--- config.mk ---
export PLATFORM = sky130hd
export DESIGN_NAME = mem_bus_arbiter
export DESIGN_NICKNAME = d
export VERILOG_FILES = /design/src/rtl/mem_bus_arbiter.sv
export SDC_FILE = /design/constraint.sdc
export NUM_CORES = 1
export LEC_CHECK = 0
export ABC_AREA = 0
export BUFFER_PORTS_ARGS = -buffer_cell sky130_fd_sc_hd__buf_2
export CAP_MARGIN = 20
export CORE_MARGIN = 3
export CORE_UTILIZATION = 42
export DETAILED_ROUTE_END_ITERATION = 8
export PLACE_DENSITY = 0.68
export RECOVER_POWER = 25
export SLEW_MARGIN = 20
export SYNTH_ARGS = -nofsm -noshare
export SYNTH_HDL_FRONTEND = slang
export SYNTH_SLANG_ARGS = --single-unit
--- constraint.sdc ---
create_clock -name clk -period 2.4 [get_ports clk]
set_input_delay 0.12 -clock clk [delete_from_list [all_inputs] [get_ports clk]]
set_output_delay 0.12 -clock clk [all_outputs]
set_load 0.005 [all_outputs]
--- src/rtl/mem_bus_arbiter.sv ---
// Shares the 8-bit memory bus between instruction fetch and the data port. Each
// access is split into byte cycles, and read bytes are reassembled little-endian.
module mem_bus_arbiter #(
    parameter int         AW     = 32,
    parameter logic [1:0] IO_SEL = 2'b11
) (
    input  logic          clk,
    input  logic          rst,
    input  logic          rdy,
    input  logic          if_req,
    input  logic [AW-1:0] if_addr,
    output logic [31:0]   if_data,
    output logic          if_done,
    input  logic          flush,
    input  logic          d_req,
    input  logic          d_we,
    input  logic [1:0]    d_size,
    input  logic [AW-1:0] d_addr,
    input  logic [31:0]   d_wdata,
    output logic [31:0]   d_rdata,
    output logic          d_done,
    input  logic [7:0]    mem_din,
    output logic [7:0]    mem_dout,
    output logic [AW-1:0] mem_a,
    output logic          mem_wr,
    input  logic          io_buffer_full,
    output logic          busy
);

    typedef enum logic [1:0] {
        S_IDLE = 2'd0,
        S_RD   = 2'd1,
        S_WR   = 2'd2,
        S_DONE = 2'd3
    } state_e;

    state_e          state_q, state_d;
    logic [2:0]      cnt_q, cnt_d;
    logic            own_data_q, own_data_d;
    logic [AW-1:0]   base_q, base_d;
    logic [2:0]      len_q, len_d;
    logic [3:0][7:0] wdata_q, wdata_d;
    logic [3:0][7:0] rbuf_q, rbuf_d;
    logic            hold_q, hold_d;
    logic [31:0]     if_data_q, if_data_d;
    logic [31:0]     d_rdata_q, d_rdata_d;

    logic            io_stall_s;
    logic            rd_last_s;
    logic            wr_last_s;
    logic            fetch_flush_s;
    logic [1:0]      cap_idx_s;
    logic [AW-1:0]   cur_addr_s;
    logic [3:0][7:0] rd_bytes_s;

    function automatic logic [2:0] size_to_len(input logic [1:0] size);
        logic [2:0] len;
        case (size)
            2'd0:    len = 3'd1;
            2'd1:    len = 3'd2;
            default: len = 3'd4;
        endcase
        return len;
    endfunction

    function automatic logic [31:0] zero_extend(input logic [31:0] bytes, input logic [2:0] len);
        logic [31:0] value;
        case (len)
            3'd1:    value = {24'd0, bytes[7:0]};
            3'd2:    value = {16'd0, bytes[15:0]};
            default: value = bytes;
        endcase
        return value;
    endfunction

    assign cur_addr_s    = base_q + {{(AW-3){1'b0}}, cnt_q};
    assign io_stall_s    = (base_q[17:16] == IO_SEL) && io_buffer_full;
    assign rd_last_s     = (cnt_q == len_q);
    assign wr_last_s     = (cnt_q == (len_q - 3'd1));
    assign fetch_flush_s = flush && !own_data_q;
    assign cap_idx_s     = cnt_q[1:0] - 2'd1;

    assign if_data = if_data_q;
    assign d_rdata = d_rdata_q;
    assign busy    = (state_q != S_IDLE);

    // Merge the byte arriving on mem_din into the read buffer. A free-running RAM
    // re-reads mem_a while rdy is low, so the pending byte is taken only on the
    // first edge of a cycle and ignored on later frozen edges and the resume edge.
    always_comb begin
        rd_bytes_s = rbuf_q;
        if ((cnt_q != 3'd0) && !hold_q) begin
            rd_bytes_s[cap_idx_s] = mem_din;
        end else begin
            rd_bytes_s = rbuf_q;
        end
    end

    // State register.
    always_ff @(posedge clk or negedge rst) begin
        if (!rst) begin
            state_q <= S_IDLE;
        end else begin
            state_q <= state_d;
        end
    end

    // Next-state logic: data requests win arbitration; a flush only aborts fetch reads.
    always_comb begin
        state_d = state_q;
        if (rdy) begin
            case (state_q)
                S_IDLE: begin
                    if (d_req) begin
                        state_d = d_we ? S_WR : S_RD;
                    end else if (if_req && !flush) begin
                        state_d = S_RD;
                    end else begin
                        state_d = S_IDLE;
                    end
                end
                S_RD: begin
                    if (fetch_flush_s) begin
                        state_d = S_IDLE;
                    end else if (rd_last_s) begin
                        state_d = S_DONE;
                    end else begin
                        state_d = S_RD;
                    end
                end
                S_WR: begin
                    if (!io_stall_s && wr_last_s) begin
                        state_d = S_DONE;
                    end else begin
                        state_d = S_WR;
                    end
                end
                S_DONE:  state_d = S_IDLE;
                default: state_d = S_IDLE;
            endcase
        end else begin
            state_d = state_q;
        end
    end

    // Datapath registers: transfer context, byte counter, read buffer, result words.
    always_ff @(posedge clk or negedge rst) begin
        if (!rst) begin
            cnt_q      <= 3'd0;
            own_data_q <= 1'b0;
            base_q     <= '0;
            len_q      <= 3'd0;
            wdata_q    <= 32'd0;
            rbuf_q     <= 32'd0;
            hold_q     <= 1'b0;
            if_data_q  <= 32'd0;
            d_rdata_q  <= 32'd0;
        end else begin
            cnt_q      <= cnt_d;
            own_data_q <= own_data_d;
            base_q     <= base_d;
            len_q      <= len_d;
            wdata_q    <= wdata_d;
            rbuf_q     <= rbuf_d;
            hold_q     <= hold_d;
            if_data_q  <= if_data_d;
            d_rdata_q  <= d_rdata_d;
        end
    end

    // Datapath next-state: latch the winning request, step the byte counter, and
    // publish the reassembled word on the edge that enters DONE.
    always_comb begin
        cnt_d      = cnt_q;
        own_data_d = own_data_q;
        base_d     = base_q;
        len_d      = len_q;
        wdata_d    = wdata_q;
        rbuf_d     = rbuf_q;
        hold_d     = 1'b0;
        if_data_d  = if_data_q;
        d_rdata_d  = d_rdata_q;
        if (state_q == S_RD) begin
            rbuf_d = rd_bytes_s;
            hold_d = !rdy;
        end else begin
            rbuf_d = rbuf_q;
            hold_d = 1'b0;
        end
        if (rdy) begin
            case (state_q)
                S_IDLE: begin
                    cnt_d = 3'd0;
                    if (d_req) begin
                        own_data_d = 1'b1;
                        base_d     = d_addr;
                        len_d      = size_to_len(d_size);
                        wdata_d    = d_wdata;
                    end else if (if_req && !flush) begin
                        own_data_d = 1'b0;
                        base_d     = if_addr;
                        len_d      = 3'd4;
                    end else begin
                        own_data_d = own_data_q;
                    end
                end
                S_RD: begin
                    if (rd_last_s && !fetch_flush_s) begin
                        if (own_data_q) begin
                            d_rdata_d = zero_extend(rd_bytes_s, len_q);
                        end else begin
                            if_data_d = zero_extend(rd_bytes_s, len_q);
                        end
                    end else begin
                        cnt_d = cnt_q + 3'd1;
                    end
                end
                S_WR: begin
                    if (!io_stall_s) begin
                        cnt_d = cnt_q + 3'd1;
                    end else begin
                        cnt_d = cnt_q;
                    end
                end
                S_DONE:  cnt_d = cnt_q;
                default: cnt_d = cnt_q;
            endcase
        end else begin
            cnt_d = cnt_q;
        end
    end

    // Bus and completion outputs. mem_wr is gated by rdy so a paused cycle never repeats a write.
    always_comb begin
        mem_a    = '0;
        mem_dout = 8'd0;
        mem_wr   = 1'b0;
        if_done  = 1'b0;
        d_done   = 1'b0;
        case (state_q)
            S_RD: begin
                if (cnt_q < len_q) begin
                    mem_a = cur_addr_s;
                end else begin
                    mem_a = '0;
                end
            end
            S_WR: begin
                if (!io_stall_s) begin
                    mem_a    = cur_addr_s;
                    mem_dout = wdata_q[cnt_q[1:0]];
                    mem_wr   = rdy;
                end else begin
                    mem_a  = '0;
                    mem_wr = 1'b0;
                end
            end
            S_DONE: begin
                if (own_data_q) begin
                    d_done = rdy;
                end else begin
                    if_done = rdy && !flush;
                end
            end
            default: begin
                mem_a  = '0;
                mem_wr = 1'b0;
            end
        endcase
    end

endmodule

==> out/results.txt <==
Post-synthesis sequential area ratio = 0.494
Crit Path Class = reg2out
Flop pwr share = 0.361
Hold Crit Class = in2reg
Area Overhead vs Synth = 38.8%
Worst Slack Setup Final = -349 ps
Max-slew headroom = -0.0767
Avg WL per Cell = 18.1 um
Core ar. = 19,800 um^2
TritonCTS buffer count = 17
Worst Path Max Fanout = 7
Grt met1 use = 0.285
F_max = 364 MHz
Slew Limit Fails = 64
IO buf count = 221
Vias post-DR = 7,363
Failing checks = capacitance limit, slew limit, setup timing
Int Power = 8.83 mW
TritonCTS clock tree = built
Final ANT Viol Nets = 0
Placer Congestion = 0.791
Fin crit period = 2750 ps
Layout cell share with drive strength beyond 1 = 0.409
# rows = 51
Worst-margin pin slew = 1620 ps
Post-Place Cells = 1,253
H-Tree Depth = 4
Most used flip-flop cell after synthesis = dfrtp_1
Drt first-iter violations = 367
Placed cell areas = 10,200 um^2
CP startpoint kind = flop
Initial antenna violation count = 1
P per Cell Area = 1170 nW/um^2
Vias in the first global route = 7,357
Area share of the largest cell type after synthesis = 0.494
Dpl ws = -51.2 ps
Clk Latency, worst-skew pair = 430 ps
HPWL Detailed = 16,600 um
GRT Total Usage = 0.218
Met3 usage = 0.0441
Synth cell count leaders = dfrtp_1 (170), o21ai_0 (86), nand2_1 (85)
Crit path required time = 2280 ps
Clk sinks = 170
Unrepaired setup endpoints after global routing = true
Async S/R FF share, synth = 1.00
Post-synth top area cell = dfrtp_1
Flops & latches, synth = 170
Tcrit/Tclk final = 1.15
Yosys cell types = 48
Grt ovf = 0
Syn nets = 923
Met2 global-route usage = 0.364
CTS clk-pin slew, worst paths = 70 ps
Top cells by area, synth = dfrtp_1 (49%), mux2_2 (8.5%), mux2i_1 (8.4%)
Setup-failing EPs final = 39
WL final = 24,800 um
Most frequent cell after synthesis = dfrtp_1
Gate Count Post-Synth = 789
Nets = 1,225
Combinational group share of total power = 0.440
Post-route DRC = 0
Die area = 22,300 um^2
Mapped Area = 8620 um^2
Leak Pwr = 5.61 nW
Final hold violation count = 0
Sw Share = 0.369
Fin cells = 1,370
Worst setup EP type = output pin
Switching Power = 5.17 mW
Pwr Total = 14.0 mW
Final instance area = 12,000 um^2
Avg Synthesized Cell Area = 10.9 um^2
Clock share of power = 0.199
EDFF count, synth = 0
Die width = 149 um
Number of max-cap violations = 1
Starting density of the core = 0.436
Worst clock skew = 11.9 ps
YS warnings = 0
Die H = 149 um
Boundary Pins = 222
Status = finished, violations left
Most used routing layer = met2
Drt first pass iters = 5
Root buf cell = clkbuf_16
Number of vias per cell = 5.37
VDD IR-drop max = 0.572 mV
First-pass GRT wire length = 38,600 um
Worst Path Arrival = 2630 ps
Max Buffers Root-to-Sink = 2
Pin count of the biggest net entering global routing = 65
[per-layer routing]
| metal | routed length (um) | up-vias |
|---|---|---|
| met5 | 0 | - |
| met4 | 684 | 0 |
| met3 | 1460 | 49 |
| met2 | 12100 | 202 |
| met1 | 10500 | 3619 |
| li1 | - | 3493 |
[power groups by stage]
| stage | Sequential [mW] | Clock, mW | Combinational [mW] |
|---|---|---|---|
| CTS | 5.01 | 2.83 | 5.72 |
| global placement | 4.98 | 0 | 5.10 |
| finish | 5.06 | 2.78 | 6.16 |
| floorplan | 4.87 | 0 | 3.28 |
| global route | 5.22 | 2.96 | 6.77 |
| detailed placement | 5.03 | 0 | 5.22 |
[layout by cell type, fill, tap and decap left out, types with 4 or more instances in the layout]
master and count:
buf_2 220, dfrtp_1 168, o21ai_0 86, nand2_1 83, mux2_2 65, dlygate4sd3_1 63
mux2i_1 61, o31ai_1 53, buf_4 35, clkbuf_16 19, nand3_1 15, inv_1 15
ha_1 15, a21oi_2 13, and3_1 13, nor2_1 12, nand4_1 11, xnor2_1 10
mux2i_2 10, nand3b_1 8, mux4_2 8, buf_6 7, nor2_2 6, buf_12 6
or4_1 5, nor2b_1 4, a21oi_1 4, and4_1 4, or4_4 4, xor2_1 4
clkinvlp_4 4, inv_6 4
[cell type report]
class | instances | area [um^2]
fill | 1626 | 7820
multi-input combinational | 549 | 4410
sequential | 170 | 4260
timing repair buffer | 337 | 2300
clock buffer | 19 | 443
tap | 265 | 332
clock inverter | 13 | 154
inverter | 16 | 63.8
antenna | 1 | 2.50
[what timing repair did]
item	in CTS	in global routing
resized for setup	42	47
pin swaps	16	10
setup buffers	11	8
hold buffers	63	0
gates cloned	1	2
setup endpoints to repair	41	28
endpoints found under the hold margin	110	0
[cells by family (layout without fill, tap and decap cells)]
group,Yosys count,after routing,share of synthesized area
and+or+nand+nor,199,199,0.119
AOI/OAI and AO/OA,171,171,0.120
DFF,170,170,0.494
muxes,145,145,0.189
buffers and inverters,70,385,0.0334
adders and majority gates,20,20,0.0299
xor gates and xnor gates,14,14,0.0142
other,0,1,0
[sequential cells by signal (all words and copies together) (netlist names)]
signal	count
rbuf_q	32
base_q	32
hold_q	1
cnt_q	3
state_q	2
own_data_q	1
wdata_q	32
if_data	32
len_q	3
d_rdata	32
[critical path, cell delays in order (launching register included)]
cell	delay [ps]
dfrtp_1	410
ha_4	160
fa_2	210
a21oi_2	70
or4_4	550
buf_6	160
or4_4	410
a21oi_2	110
buf_2	110
[stage by stage]
step,hold WS (ps),TNS (ps),util
2_1_floorplan,-176,0,-
3_3_place_gp,146,0,0.514
3_5_place_dp,152,-110,0.514
4_1_cts,1.07,-3010,0.591
5_1_grt,40.0,-15540,0.605
6_report,12.3,-3630,0.605
[path summary, 6_finish.rpt]
check | slack (ps) | depth (start not counted) | start | end
worst max-delay path | -350 | 8 | cnt_q[0] | mem_a[22]
worst min register to register | 490 | 2 | d_rdata[4] | d_rdata[4]
worst min-delay path | 10 | 3 | d_addr[15] | base_q[15]
worst max register to register | -30 | 10 | cnt_q[0] | rbuf_q[5]
max in group asynchronous | 270 | 3 | rst | base_q[7]
min in group asynchronous | 640 | 2 | rst | d_rdata[19]
No activity file was read; power rests on OpenSTA's default activity.
